[config.mk]
export PLATFORM = sky130hd
export DESIGN_NAME = serial_adder
export DESIGN_NICKNAME = d
export VERILOG_FILES = /design/src/rtl/serial_adder.sv
export SDC_FILE = /design/constraint.sdc
export NUM_CORES = 1
export LEC_CHECK = 0
export BUFFER_PORTS_ARGS = -buffer_cell sky130_fd_sc_hd__buf_2
export CORE_MARGIN = 1
export CORE_UTILIZATION = 45
export CTS_CLUSTER_SIZE = 8
export DETAILED_ROUTE_END_ITERATION = 8
export MAX_ROUTING_LAYER = met4
export PLACE_DENSITY = 0.73
export REMOVE_ABC_BUFFERS = 1
export SLEW_MARGIN = 20
export SYNTH_ARGS = -nofsm -noshare
export SYNTH_HDL_FRONTEND = slang
export SYNTH_SLANG_ARGS = --single-unit
[constraint.sdc]
create_clock -name clk -period 2.54 [get_ports clk]
set_input_delay 0.508 -clock clk [delete_from_list [all_inputs] [get_ports clk]]
set_output_delay 0.508 -clock clk [all_outputs]
set_load 0.1 [all_outputs]
[src/rtl/serial_adder.sv]
// Digit-serial adder/subtractor: DIGIT bits per clock over WIDTH-bit operands,
// with start/busy/done handshake, carry/borrow-in and signed overflow.
module serial_adder #(
    parameter int WIDTH = 8,
    parameter int DIGIT = 1
) (
    input  logic             clk,
    input  logic             rst_n,
    input  logic             start,
    input  logic             sub,
    input  logic [WIDTH-1:0] a,
    input  logic [WIDTH-1:0] b,
    input  logic             cin,
    output logic             busy,
    output logic             done,
    output logic [WIDTH-1:0] sum,
    output logic             cout,
    output logic             ovf
);

    localparam int N  = WIDTH / DIGIT;
    localparam int CW = $clog2(N + 1);

    typedef enum logic {IDLE, RUN} state_t;

    state_t           state_q, state_d;
    logic [WIDTH-1:0] a_q, a_d;
    logic [WIDTH-1:0] b_q, b_d;
    logic [WIDTH-1:0] acc_q, acc_d;
    logic [WIDTH-1:0] sum_q, sum_d;
    logic             carry_q, carry_d;
    logic             done_q, done_d;
    logic             cout_q, cout_d;
    logic             ovf_q, ovf_d;
    logic [CW-1:0]    cnt_q, cnt_d;

    logic [DIGIT-1:0] dsum;
    logic             c_msb;
    logic             c_out;
    logic [WIDTH-1:0] acc_nx;

    // Ripple one digit; keep the carry entering its top bit for overflow.
    always_comb begin
        dsum  = '0;
        c_out = carry_q;
        c_msb = carry_q;
        for (int i = 0; i < DIGIT; i++) begin
            dsum[i] = a_q[i] ^ b_q[i] ^ c_out;
            if (i == DIGIT - 1) c_msb = c_out;
            c_out = (a_q[i] & b_q[i]) | (c_out & (a_q[i] ^ b_q[i]));
        end
        acc_nx = WIDTH'({dsum, acc_q} >> DIGIT);
    end

    always_comb begin
        state_d = state_q;
        a_d     = a_q;
        b_d     = b_q;
        acc_d   = acc_q;
        sum_d   = sum_q;
        carry_d = carry_q;
        cout_d  = cout_q;
        ovf_d   = ovf_q;
        cnt_d   = cnt_q;
        done_d  = 1'b0;
        case (state_q)
            IDLE: begin
                if (start) begin
                    state_d = RUN;
                    a_d     = a;
                    b_d     = sub ? ~b : b;
                    carry_d = sub ? ~cin : cin;
                    acc_d   = '0;
                    cnt_d   = '0;
                end
            end
            RUN: begin
                a_d     = a_q >> DIGIT;
                b_d     = b_q >> DIGIT;
                carry_d = c_out;
                acc_d   = acc_nx;
                cnt_d   = cnt_q + 1'b1;
                if (cnt_q == CW'(N - 1)) begin
                    state_d = IDLE;
                    done_d  = 1'b1;
                    sum_d   = acc_nx;
                    cout_d  = c_out;
                    ovf_d   = c_msb ^ c_out;
                    cnt_d   = '0;
                end
            end
            default: state_d = IDLE;
        endcase
    end

    always_ff @(posedge clk) begin
        if (!rst_n) begin
            state_q <= IDLE;
            a_q     <= '0;
            b_q     <= '0;
            acc_q   <= '0;
            sum_q   <= '0;
            carry_q <= 1'b0;
            done_q  <= 1'b0;
            cout_q  <= 1'b0;
            ovf_q   <= 1'b0;
            cnt_q   <= '0;
        end else begin
            state_q <= state_d;
            a_q     <= a_d;
            b_q     <= b_d;
            acc_q   <= acc_d;
            sum_q   <= sum_d;
            carry_q <= carry_d;
            done_q  <= done_d;
            cout_q  <= cout_d;
            ovf_q   <= ovf_d;
            cnt_q   <= cnt_d;
        end
    end

    assign busy = (state_q == RUN);
    assign done = done_q;
    assign sum  = sum_q;
    assign cout = cout_q;
    assign ovf  = ovf_q;

endmodule

# --- After elaboration in Yosys (flattened, before gate mapping) ---
# Index checks and enable logic that the tools add are counted.
word_totals:
  ff_bits: 41
  in_bits: 21
  output_inout_bits: 12
  word_cells: 41
op_classes:
  add_sub_neg: 1
  eq_ne: 2
  mux: 17
  n_bitwise: 9
  n_reduce_logical: 2
op_table:
  columns: ["op", "count"]
  rows:
  - ["$pmux 8 s2", 3]
  - ["$mux 8", 4]
  - ["$mux 4", 2]
  - ["$not 8->8", 1]
  - ["$pmux 4 s2", 1]
  - ["$mux 1", 5]
  - ["$add 4x1->4 const B", 1]
  - ["$eq 4x3->1 const B", 1]
  - ["$pmux 1 s2", 2]
  - ["$reduce_and 2->1", 2]
  - ["$xor 1x1->1", 3]
  - ["$and 1x1->1", 2]
  - ["$ne 2x2->1 const B", 1]
  - ["$not 1->1", 2]
  - ["$or 1x1->1", 1]

# --- Longest topological paths before layout ---
depth:
  ltp_word: 4
  depth_mapped: 6
  mapped_depth_nobuf: 4

# --- Worst setup path after synthesis ---
# OpenSTA, ideal clock, no wires.
synth_timing:
  path_kind: "reg-to-reg"
  startpoint: "register state_q (netlist: busy)"
  endpoint: "register cout_q (netlist: cout)"
  setup_ps: 117
  arrival_ps: 1743
  path_slack_ps: 679
  path_stages_with_launch: 5
  path_buffers: 1
  cell_sequence: "dfxtp_1 nand4b_1 and2_4 buf_6 a22o_2"
synth_between:
  elab_chain_cells: 1
synth_rtl:
  columns: ["element", "line", "rtl"]
  rows:
  - ["start: declaration", "26", "state_t state_q, state_d;"]
  - ["start signal: assignment", "109", "state_q <= state_d;"]
  - ["$reduce_and 2->1 (no source line)", null, null]
  - ["end signal: assignment", "116", "cout_q <= cout_d;"]
  - ["end: declaration", "33", "logic cout_q, cout_d;"]
# Every way passes these cells.
# A chain may end at the register's enable or synchronous reset.

# --- Final worst setup path ---
layout_timing:
  startpoint: "register state_q (netlist: busy)"
  endpoint: "output port busy"
layout_lines:
  columns: ["element", "line", "rtl"]
  rows:
  - ["end: declaration", "14", "output logic busy,"]
# No word-level cell between the ends.

==> results.md <==
* Startpoint types: flip-flop
* Slew HR at 0.5684
* WHS at 0.4512 ns
* Root buffer selected by CTS: clkbuf_8
* HPWL after DPL at 2.058 mm
* I/O Buffers at 32
* Layout area overhead at 14.10%
* Logic pwr share at 0.108
* Residual overflow from global routing at 0
* Top_reg_cell synth: dfxtp_1
* Via/cell ratio at 5.004
* WL final at 2.883 mm
* YS warnings at 0
* Power per cell area at 664.3 nW/um^2
* Int Power at 1.009 mW
* First-pass GRT wire length at 5.016 mm
* Vias in the first global route at 1215
* Final period util at 0.6766
* Post-Syn Area at 1730 um^2
* Initial antenna violation count at 0
* Net Sw Frac at 0.2307
* Worst-margin pin slew at 0.6450 ns
* Ys async rst share at 0
* Endpoints failing hold at 0
* Clk_skew at 0.003444 ns
* Max VDD drop at 0.4277 mV
* First-pass DRT Iterations at 4
* Gp weighted congestion at 0.7817
* Final setup viols at 0
* Sequential Power Share at 0.509
* Clk Latency, worst-skew pair at 0.29 ns
* Max Freq at 581.9 MHz
* Post-synthesis cell count at 169
* Max Cap Viol at 0
* DRC violations left at 0
* Die X at 64.01 um
* Clock power frac at 0.383
* CTS Buffer Depth at 2
* Clock Sinks at 40
* CTS Buf Count at 5
* Die area at 4097 um^2
* Largest delay share family, worst path: buffers and inverters
* NumNets Final at 220
* Synth unique cells at 30
* Critical path peak fanout at 7
* Final Util at 0.5393
* Core area at 3661 um^2
* IO Count at 33
* Synth Register Bits at 40
* Setup crit end kind: output port
* CTS clk-pin slew, worst paths at 0.07 ns
* Vias at 1231
* Mean Syn Cell Area at 10.24 um^2
* Die Y at 64.01 um
* RSZ-0062 raised after global routing: no
* Largest net degree at the start of global routing at 31
* Hold buffer count at CTS at 0
* CTS tree: built
* Starting density of the core at 0.4727
* Critical path type: reg2out
* Postcts setup bufs at 0
* LEAKAGE at 0.8261 nW
* Commonest non-fill, non-tap cells in the layout: dfxtp_1 (40), buf_2 (32), nor2_1 (27), a21oi_1 (12), a211oi_1 (10)
* Rows at 22
* GRT Total Usage at 0.1632
* Most common cell after layout, fill and taps aside: dfxtp_1
* Pre-CTS WS at 0.7707 ns
* Cells resized by post-CTS repair at 0
* CP arrival at 1.21 ns
* Seq/Total Area, Yosys at 0.4628
* Tmin final at 1.719 ns
* DR WL/cell at 11.72 um
* Sw Pwr at 0.3026 mW
* Worst Hold Class: in2reg
* Post-place instance area at 1867 um^2
* Required @ worst endpoint at 2.03 ns
* Status: complete, no violations
* Worst Path Buf+Inv at 1
* Slew Viols, Final at 0
* Final WS setup at 0.8214 ns
* Detail Route Antenna Nets at 0
* CP max stage delay at 0.48 ns
* Fraction of layout cells with a size suffix above 1 at 0.3283
* 1st-iter DRT viols at 62
* Critical-path top delay cell: buf_2
* Number of diodes at 0
* Fin area at 1974 um^2
* Worst path cell trace: buf_2
* H-tree levels at 2
* Post-synth EDFFs at 0
-- power by group through the flow --
stage	Sequential, mW	Combinational [mW]	Clock (mW)
after floorplan	0.694	0.0787	0
after global placement	0.681	0.142	0
after detailed placement	0.682	0.144	0
after CTS	0.667	0.144	0.515
after global routing	0.671	0.159	0.542
final	0.667	0.142	0.503
-- per-stage QoR --
step / power, mW / setup TNS (ns) / instances
5_1_grt: 1.371 / 0 / 246
3_5_place_dp: 0.8252 / 0 / 238
3_3_place_gp: 0.8229 / 0 / 238
2_1_floorplan: 0.7724 / -0.5672 / 155
4_1_cts: 1.326 / 0 / 246
6_report: 1.312 / 0 / 246
-- tightest hold or removal path, stage by stage --
cell and delay (ns):
buf_2 0.07, mux2i_1 0.05, nor2_1 0.07
-- sequential cells by signal, indices dropped and copies added (netlist names) --
name,count
a_q,8
acc_q,7
b_q,8
busy,1
c_msb,1
cnt_q,4
cout,1
done,1
ovf,1
sum,8
-- worst paths after layout --
path | start | endpoint | slack, ns | depth (start not counted)
setup / recovery | busy$_SDFF_PN0_ | busy | 0.82 | 1
hold / removal | a[7] | a_q[7]$_SDFFE_PN0P_ | 0.45 | 3
setup reg to reg | busy$_SDFF_PN0_ | sum[5]$_SDFFE_PN0P_ | 0.84 | 4
hold reg to reg | sum[6]$_SDFFE_PN0P_ | sum[6]$_SDFFE_PN0P_ | 0.48 | 1
-- cells by family (layout without fill, tap and decap cells) --
| group | Yosys count | in the layout | share of synthesized area |
|---|---|---|---|
| compound gates | 40 | 40 | 0.1750 |
| flops | 40 | 40 | 0.4628 |
| xor+xnor | 10 | 10 | 0.05062 |
| buf+inv | 16 | 45 | 0.06579 |
| simple gates | 46 | 46 | 0.1352 |
| mux | 15 | 15 | 0.09183 |
| fa+ha+maj | 2 | 2 | 0.01880 |
-- per-layer routing --
layer  global-route usage  share of wire
met4              0.07955          0.018
met1               0.1903           0.49
met5                    -              0
met2               0.2580           0.44
met3              0.04464          0.049
-- synthesized netlist by cell type (all sizes together) (2+ instances only) --
| library cell | instances | area [um^2] |
|---|---|---|
| nand3b | 2 | 15.01 |
| inv | 2 | 7.500 |
| nor2 | 27 | 101.4 |
| nor3b | 8 | 60.06 |
| dfxtp | 40 | 800.8 |
| a211oi | 10 | 75.07 |
| buf | 14 | 106.4 |
| a21oi | 12 | 60.06 |
| a31o | 8 | 70.07 |
| xnor2 | 9 | 78.83 |
| mux2 | 7 | 78.83 |
| a22o | 10 | 97.60 |
| mux2i | 8 | 80.08 |
| nand2b | 2 | 12.51 |
-- layout make-up --
| cell class | count | area [um^2] |
|---|---|---|
| inverters | 2 | 7.507 |
| multi-input cells | 113 | 815.8 |
| fillers | 342 | 1687 |
| clock buffers | 6 | 72.57 |
| repair buffers | 35 | 182.7 |
| flip-flops and latches | 40 | 800.8 |
| well taps | 48 | 60.06 |
| clock inverters | 2 | 35.03 |
Power figures use the tool's default switching activity.
